===== src/rtl/try_splitter.sv =====
// ----------------------------------------------------------------------------
// try_splitter
//   Registered 256-to-8 priority encoder for the splitter datapath. Reports
//   the bit index of the most-significant set bit of a 256-bit word, plus a
//   flag that the word was nonzero. The encode is split into 16 segments of
//   16 bits. Each segment gets a 16->4 priority encoder and a nonzero flag.
//   A second 16->4 encoder over the segment flags then picks the highest
//   nonzero segment.
//
//   Ports:
//     clk    in   1    rising-edge clock
//     reset  in   1    synchronous, active-high reset (clears all registers)
//     in     in   256  word to encode, bit 0 is LSB
//     out    out  8    index of highest set bit (0 when in == 0), registered
//     valid  out  1    1 when the sampled word was nonzero, registered
//
//   Build option:
//     TRY_PIPE2_EN  when defined, segment results are registered in a first
//                   stage (latency 2). Otherwise the whole encode feeds the
//                   output register directly (latency 1).
// ----------------------------------------------------------------------------
module try_splitter (
    input  logic         clk,
    input  logic         reset,
    input  logic [255:0] in,
    output logic [7:0]   out,
    output logic         valid
);

    // Index of the highest set bit of a 16-bit value. Returns 0 for a zero
    // input. The ascending scan lets the highest set bit overwrite the others.
    function automatic logic [3:0] prio16(input logic [15:0] v);
        logic [3:0] idx;
        idx = '0;
        for (int unsigned i = 0; i < 16; i++) begin
            if (v[i]) begin
                idx = 4'(i);
            end
        end
        return idx;
    endfunction

    // Per-segment encode.
    logic [15:0][3:0] seg_idx_d;
    logic [15:0]      seg_nz_d;

    always_comb begin
        seg_idx_d = '0;
        seg_nz_d  = '0;
        for (int unsigned s = 0; s < 16; s++) begin
            seg_idx_d[s] = prio16(in[s*16 +: 16]);
            seg_nz_d[s]  = |in[s*16 +: 16];
        end
    end

    // Segment results as seen by the selection stage.
    logic [15:0][3:0] seg_idx_src;
    logic [15:0]      seg_nz_src;

`ifdef TRY_PIPE2_EN
    logic [15:0][3:0] seg_idx_q;
    logic [15:0]      seg_nz_q;

    always_ff @(posedge clk) begin
        if (reset) begin
            seg_idx_q <= '0;
            seg_nz_q  <= '0;
        end else begin
            seg_idx_q <= seg_idx_d;
            seg_nz_q  <= seg_nz_d;
        end
    end

    always_comb begin
        seg_idx_src = seg_idx_q;
        seg_nz_src  = seg_nz_q;
    end
`else
    always_comb begin
        seg_idx_src = seg_idx_d;
        seg_nz_src  = seg_nz_d;
    end
`endif

    // Segment selection. With no segment set, sel is 0 and segment 0's index
    // is 0 as well, so out falls to 0 with no extra masking.
    logic [3:0] sel;
    logic [7:0] out_d;
    logic       valid_d;
    logic [7:0] out_q;
    logic       valid_q;

    always_comb begin
        sel     = prio16(seg_nz_src);
        out_d   = {sel, seg_idx_src[sel]};
        valid_d = |seg_nz_src;
    end

    always_ff @(posedge clk) begin
        if (reset) begin
            out_q   <= '0;
            valid_q <= 1'b0;
        end else begin
            out_q   <= out_d;
            valid_q <= valid_d;
        end
    end

    assign out   = out_q;
    assign valid = valid_q;

endmodule


===== config.mk =====
export PLATFORM = sky130hd
export DESIGN_NAME = try_splitter
export DESIGN_NICKNAME = d
export VERILOG_FILES = /design/src/rtl/try_splitter.sv
export SDC_FILE = /design/constraint.sdc
export NUM_CORES = 1
export LEC_CHECK = 0
export ABC_AREA = 1
export ABC_CLOCK_PERIOD_IN_PS = 2600
export BUFFER_PORTS_ARGS = -buffer_cell sky130_fd_sc_hd__buf_2
export CAP_MARGIN = 25
export CORE_AREA = 2 2 125 96
export CTS_CLUSTER_DIAMETER = 60
export DETAILED_ROUTE_END_ITERATION = 10
export DIE_AREA = 0 0 127 98
export GPL_ROUTABILITY_DRIVEN = 0
export SYNTH_ARGS = -nofsm -noshare
export SYNTH_HDL_FRONTEND = slang
export SYNTH_SLANG_ARGS = --single-unit

===== constraint.sdc =====
create_clock -name clk -period 2.6 [get_ports clk]
set_clock_uncertainty 0.1 [all_clocks]
set_input_delay 0.13 -clock clk [delete_from_list [all_inputs] [get_ports clk]]
set_output_delay 0.13 -clock clk [all_outputs]
set_load 0.02 [all_outputs]

## Yosys cells after proc, flatten, opt, wreduce, memory -nomap -nowiden

Index checks and enable logic that the tools add are counted.

- Register bits: 9
- Input bits: 258
- Output and inout port bits: 9
- Logic and storage cells: 276

- Order comparisons: 1
- Mux-type cells: 257
- Reduce and logical (&&, ||, !) cells: 16

Operators by type and width:

| kind | number |
|---|---|
| $mux 4 | 239 |
| $reduce_or 256->1 | 1 |
| $reduce_or 16->1 | 15 |
| $mux 1 | 17 |
| $bmux 4 s4 | 1 |
| $lt 4x5->1 const B | 1 |

## Logic depth before layout (Yosys ltp)

Gate-level depths: netlist of run 1.

- Depth in word-level cells: 18
- Depth in mapped cells: 25
- Depth with buffers taken out: 25

## Least setup slack after synthesis of run 1

OpenSTA, ideal clock, no wires.

- Kind: input -> register
- Start: input in[117]
- End: register out_q[1], in the netlist out[1]
- Setup time: 0.130 ns
- Data arrival time: 1.802 ns
- Required time: 2.370 ns
- Path slack: 0.567 ns
- Stages on the path: 14
- Path buffers: 1
- Path through: or2_1 > nor3_1 > nand3_1 > nor2_1 > nand2_1 > a31oi_1 > o31ai_2 > a21oi_4 > inv_2 > buf_2 > nand3_1 > nand2_1 > a21oi_1 > a21oi_1

- Longest elaborated chain between the ends: 13
- Elaborated cells between the ends (all ways): 23
- Those cells by class: 22 x mux; 1 x reduce/logical

Ends and longest elaborated chain:

| element | line | RTL |
|---|---|---|
| start: declaration | 25 | `input logic [255:0] in,` |
| $mux 4 (11 in a row) | 36 | `if (v[i]) begin` |
| $bmux 4 s4 (*) | 95 | `out_d = {sel, seg_idx_src[sel]};` |
| $mux 4 (implied by the code) (*) | 95 |  |
| end signal: assignment | 104 | `out_q <= out_d;` |
| end: declaration | 90 | `logic [7:0] out_q;` |

Mark *: on every way between the ends. The rest lies on a longest branch, timed or not. The select of a mux whose other input is x is not followed.
A chain may end at the register's enable or synchronous reset.

## Worst setup path in the final report of run 1

- Start: input in[63]
- End: register out_q[2], in the netlist out[2]

- Longest elaborated chain between the ends: 16
- Elaborated cells between the ends (all ways): 17
- Those cells by class: 16 x mux; 1 x reduce/logical

Ends and longest elaborated chain:

| element | line | RTL |
|---|---|---|
| $reduce_or 16->1 | 52 | `seg_nz_d[s] = \|in[s*16 +: 16];` |
| $mux 4 (13 in a row) | 36 |  |
| $bmux 4 s4 (*) | 95 |  |
| $mux 4 (implied by the code) (*) | 95 |  |

Marks and branches as above.

==> results of run 1 <==
==> critical path, cell delays in order <==
cell and delay, ps:
buf_2 100, or2_4 250, nor2_2 100, nand2_1 70
nor2_2 120, nand2_1 80, nand2_1 60, nand2_1 40
nand2_1 60, nand2_1 50, nand2_1 60, nand2_1 40
nand2_1 50, nand2_1 40, nand2_1 60, nand2_2 60
nand2_4 120, buf_4 240, nand3_1 100, nand3_1 100
nand2_1 80, a21oi_1 160, a21oi_1 90
==> sequential cells by signal, summed over array words and instances, names as in the netlist <==
name	count
out	8
valid	1
==> power by group <==
group	leakage, nW	switching, mW	internal (mW)
sequential	0.0759	0.00195	0.147
combinational	2.54	0.283	0.261
clock	0.0382	0.0725	0.205
total	2.65	0.357	0.614
==> layout make-up <==
cell class / count / area [sq um] / area share [%]
flip-flops and latches: 9 / 180 / 3.55
clock buffers: 4 / 78.8 / 1.56
multi-input cells: 589 / 2800 / 55.2
repair buffers: 278 / 1440 / 28.4
inverters: 105 / 394 / 7.78
well taps: 144 / 180 / 3.55
==> kinds of logic after synthesis <==
kind of cell           share of synthesized area, %
AOI/OAI and AO/OA                              16.6
buffers and inverters                          13.4
DFF                                            5.28
and+or+nand+nor                                64.6
==> synthesized netlist by cell type, types with 2 or more instances <==
master	instances	area [sq um]
buf_4	2	15.0
nor4_1	28	175
inv_1	102	383
a31oi_1	6	37.5
dfxtp_1	9	180
nand3_1	79	395
o21ai_0	15	75.1
clkbuf_1	2	7.51
or2_2	7	43.8
nand2_4	2	22.5
buf_2	3	15.0
nand2_1	98	368
nor3_1	75	375
o211ai_1	3	22.5
a21boi_0	6	45.0
o21bai_1	17	128
nor2_2	4	25.0
o21ai_1	2	10.0
buf_6	2	22.5
inv_2	3	11.3
nor2_1	193	724
or2_1	4	25.0
a21oi_1	38	190
==> layer usage <==
metal | vias to the layer above | wire [microns]
met4 | 0 | 98
met1 | 2303 | 6200
met5 | - | 0
li1 | 2917 | -
met3 | 7 | 1040
met2 | 189 | 6110
==> worst max-delay path by stage <==
stage            start     end  slack (ps)  depth (start not counted)
3_5_place_dp    in[40]  out[2]         -70                         26
3_3_place_gp    in[40]  out[2]         -70                         26
5_1_grt         in[40]  out[1]          20                         25
4_1_cts         in[40]  out[2]         170                         26
6_report        in[63]  out[2]         330                         23
2_1_floorplan  in[117]  out[1]         570                         14
==> repair_timing <==
item                       CTS  global route
setup buffers                0             0
resized for setup            0             6
setup endpoints to repair    0             4
hold buffers                 0             0
==> per-stage QoR <==
stage               instances  setup WS [ps]
finish                   1129            331
global route             1129           22.0
CTS                      1129            168
detailed placement       1125          -70.1
global placement         1125          -68.1
floorplan                 713            567
==> summary.txt, run 1 <==
Outcome
  • Status: completed

Final layout
  • Most frequent cells in the layout: buf_2, nor2_1, inv_1
  • Post-route cell area: just over 5000 sq um
  • Final Core Density: 44.8%
  • Most common cell after layout, fill and taps aside: buf_2
  • Antenna cells: 0
  • Fillers: around 1300
  • Layout net count: 1244
  • Layout cells sized above 1: 31.0%
  • Area delta synth->final: 48.6%

STA
  • Fin. Hold Viols: 0
  • Least-Margin Pin Slew: between 300 and 400 ps
  • Final period util: roughly 87%
  • RSZ-0062 raised after global routing: no
  • Setup violations, final: 0
  • Relative slew margins: between 70% and 80%
  • Post-layout min period: 2270 ps
  • Fmax: 0.441 GHz
  • Max-slew violations: 0
  • TNS Setup: 0 ps
  • Fin Hold WS: 106 ps

Worst hold path
  • Hold depth: 2
  • HP Class: in -> reg
  • Min-Delay Endpoint: valid
  • Hold wc startpoint: reset

GRT
  • First-pass GRT wire length: 21.8 mm
  • M1 GR Usage: 27.3%
  • GRT overflow: 0
  • GRT met3 Usage: between 3 and 4%
  • Vias in the first global route: 5012
  • Largest net degree at the start of global routing: 22
  • Grt met2 use: 36.7%
  • Tot GR Track Use: 20.8%
  • Initial antenna violation count: 0
  • Global routing's busiest layer: met2

Logic synthesis
  • Post-synth net total: 971
  • #FFs+latches synth: 9
  • Fraction of registers with async set/reset: 0%
  • Post-synthesis sequential area ratio: between 5 and 6%
  • Synthesized netlist cell count: just over 700
  • Most used DFF post-synth: dfxtp_1
  • YS warnings: 0
  • Synth Area per Inst: 4.79 sq um
  • Post-synth cell types: 36
  • Post-synth EDFFs: 0
  • Post-Syn Area: 3410 sq um

Clock tree
  • Clk slew on worst S/H paths: 40 ps
  • H-Tree Level Count: 1
  • CTS Buf Count: 3
  • Max clock buf depth: 2
  • CTS tree: yes
  • Clock root buffer: clkbuf_16
  • Num Clock Sinks: 9

Route
  • Wire per inst: 11.9 microns
  • Violation count after the first detailed-route iteration: 207
  • Routed vias: 5416
  • Drt pass-1 iters: 6
  • Final WL: 13.4 mm
  • DRT antenna net count: 0
  • # DRC: 0
  • Routed vias/inst: 4.80

Power and ir drop
  • VDD IR max: between 150 and 200 uV
  • LEAKAGE: 2.65 nW
  • Power Total: 0.971 mW
  • Power Density: ~190 nW/um^2

Floorplanning
  • Die area: 12400 sq um
  • IO Pins: between 200 and 300
  • Starting density of the core: 30.2%
  • Rows: 34
  • Core area: 11300 sq um
  • Die Wd: between 100 and 150 microns
  • Chip height: ~98 microns

Critical path
  • Crit path max fanout: 15
  • Setup crit end kind: flop
  • CP Launch Type: input port
  • Critical Path RT: approximately 2600 ps
  • Critical Path AT: 2290 ps
  • Critical path type: in -> reg

Run
  • Max-cap violations: 0

Place
  • Dpl cell area: about 5000 sq um
  • Port bufs: 266
  • Post-DP HPWL: 12.2 mm
Power figures use the tool's default switching activity.
==> inputs of run 2 (changes only) <==
Settings changed: CORE_AREA 2 2 125 96 to 2 2 103 105, DIE_AREA 0 0 127 98 to 0 0 105 107, PLACE_DENSITY set to 0.77.
==> run 2 against run 1 <==
Critical path depth down 3. Design area down 1.4%. Fmax up 1.1%. Total power down 12%. Wire length down 3.0%. Worst hold slack worse by 15 ps. Sequential power about the same. Utilization up 4.7 points. Combinational power about the same. Clock-buffer cell count unchanged. Global-route usage up 1.5 points. First-iteration DRC count up 75%. Critical path type unchanged. Critical endpoint is now out[1]. Highest routed layer unchanged.
==> summary.txt, run 2 (synthesis gave the netlist of run 1 again) <==
Outcome
  • Status: completed

STA
  • PnR worst setup slack: 355 ps (+23.9 ps)
  • Fin. Hold Viols: 0 (unchanged)
  • Max-slew violations: 0 (unchanged)
  • TNS Setup: 0 ps (unchanged)
  • RSZ-0062 raised after global routing: no
  • Final period util: 86.4% (-0.92 points)
  • Relative slew margins: 72.6% (-1.3 points)
  • Setup violations, final: 0 (unchanged)
  • Fmax: 0.445 GHz (+1.1%)
  • Post-layout min period: 2250 ps (-23.9 ps)
  • Least-Margin Pin Slew: 407 ps (+19.2 ps)

Critical path
  • Crit-path max cell delay: 370 ps (+120 ps)
  • Crit path max fanout: 21 (+6)
  • Setup crit end kind: flop
  • Critical Path RT: 2610 ps (about the same)
  • CP startpoint: in[89]
  • Critical Path AT: 2260 ps (-30 ps)
  • Worst Path Buf+Inv: 2 (unchanged)
  • Critical path type: in -> reg
  • Critical path, cell by cell: buf_2, nor2_2, nand2_1, nor4_4, nand2_1, nand2_1, nand2_1, nand2_1, nand2_1, nand2_1, nand2_1, nand2_1, nand2_2, nand2_4, buf_4, nand3_1, nand3_1, nand2_1, a21oi_1, a21oi_1
  • Most Frequent Cell on Critical Path: nand2_1
  • Slowest cell on crit path: nor4_4
  • CP Launch Type: input port
  • CP top delay family: simple AND/OR/NAND/NOR gates

Final layout
  • Most frequent cells in the layout: buf_2, nor2_1, inv_1
  • Max reg flops: 8 (unchanged)
  • Layout cells sized above 1: 30.9% (-0.039 points)
  • Area delta synth->final: 46.5%
  • Layout net count: 1242 (-0.16%)
  • Antenna cells: 0 (unchanged)
  • Most common cell after layout, fill and taps aside: buf_2

Place
  • Port bufs: 266 (unchanged)
  • Pre-CTS WS: 71.7 ps (+142 ps)
  • Post-DP HPWL: 11.8 mm (-3.9%)

Route
  • Routed vias: 5452 (+0.66%)
  • # DRC: 0 (unchanged)
  • Final WL: 13.0 mm (-3.0%)
  • DRT antenna net count: 0 (unchanged)
  • Violation count after the first detailed-route iteration: 362 (+75%)
  • Routed vias/inst: 4.87 (+1.6%)
  • Wire per inst: 11.7 microns (-2.1%)
  • Drt pass-1 iters: 4 (-2)

Clock tree
  • Post-CTS setup buffers: 0 (unchanged)
  • CTS tree: yes
  • Clock root buffer: clkbuf_8
  • CTS Buf Count: 3 (unchanged)
  • H-Tree Level Count: 1 (unchanged)
  • Clk slew on worst S/H paths: 50 ps (about the same)
  • Num Clock Sinks: 9 (unchanged)
  • Max clock buf depth: 2 (unchanged)

Power and ir drop
  • VDD IR max: 134 uV (-24%)
  • LEAKAGE: 2.64 nW (-0.63%)
  • Power Density: 171 nW/um^2 (-11%)

Floorplanning
  • Core area: 10100 sq um (-11%)
  • Chip height: 107 microns (+9.2%)
  • Starting density of the core: 33.8% (+3.7 points)
  • Die Wd: 105 microns (-17%)
  • Die area: 11200 sq um (-9.7%)
  • Rows: 37 (+8.8%)
  • IO Pins: 267 (unchanged)

GRT
  • Initial antenna violation count: 0 (unchanged)
  • GRT overflow: 0 (unchanged)
  • Largest net degree at the start of global routing: 22 (unchanged)
  • Vias in the first global route: 5085 (+1.5%)
  • Tot GR Track Use: 22.4% (+1.5 points)
  • First-pass GRT wire length: 21.2 mm (-3.0%)

Run
  • Max-cap violations: 0 (unchanged)

Worst hold path
  • Hold wc startpoint: reset
  • HP Class: in -> reg
-- run 2: cell types whose count changed in the layout (fill, tap and decap cells not counted), moves of 2 or more --
cell	before	now
clkbuf_16	3	0
clkbuf_8	0	3
nor2_2	4	7
nor2_4	2	0
-- run 2: power by group --
group | switching, mW | internal [mW]
registers | 0.00246 | 0.147
clock network | 0.0547 | 0.107
logic | 0.283 | 0.261
-- run 2: final cells by class --
type	count	area (sq um)
clock buffers	4	45.0
fillers	1127	5090
inverters	105	394
multi-input cells	589	2790
flip-flops and latches	9	180
well taps	136	170
repair buffers	276	1420
-- run 2: final timing paths --
check     end  cells past startpoint
min     valid                      2
max    out[1]                     20
-- run 2: metal layers --
layer | global-route usage [%] | vias to the layer above | wire length (microns)
met5 | 0 | - | 0
met1 | 28.1 | 2325 | 5800
met3 | 3.34 | 14 | 866
met4 | 3.24 | 0 | 115
met2 | 41.2 | 196 | 6260
li1 | - | 2917 | -
-- run 2: per-stage QoR --
| stage | area (sq um) | hold slack [ps] | power [mW] | std cells | utilization, % |
|---|---|---|---|---|---|
| after floorplan | 3410 | 325 | 0.389 | 713 | - |
| after global placement | 4940 | 324 | 0.683 | 1115 | 48.9 |
| after detailed placement | 4940 | 327 | 0.692 | 1115 | 48.9 |
| after CTS | 4980 | 83.8 | 0.856 | 1119 | 49.4 |
| after global routing | 5000 | 96.0 | 0.946 | 1119 | 49.5 |
| final | 5000 | 90.6 | 0.855 | 1119 | 49.5 |
-- run 2: what timing repair did --
item,4_1_cts,5_1_grt
setup endpoints to repair,0,4
hold buffers,0,0
resized for setup,0,4
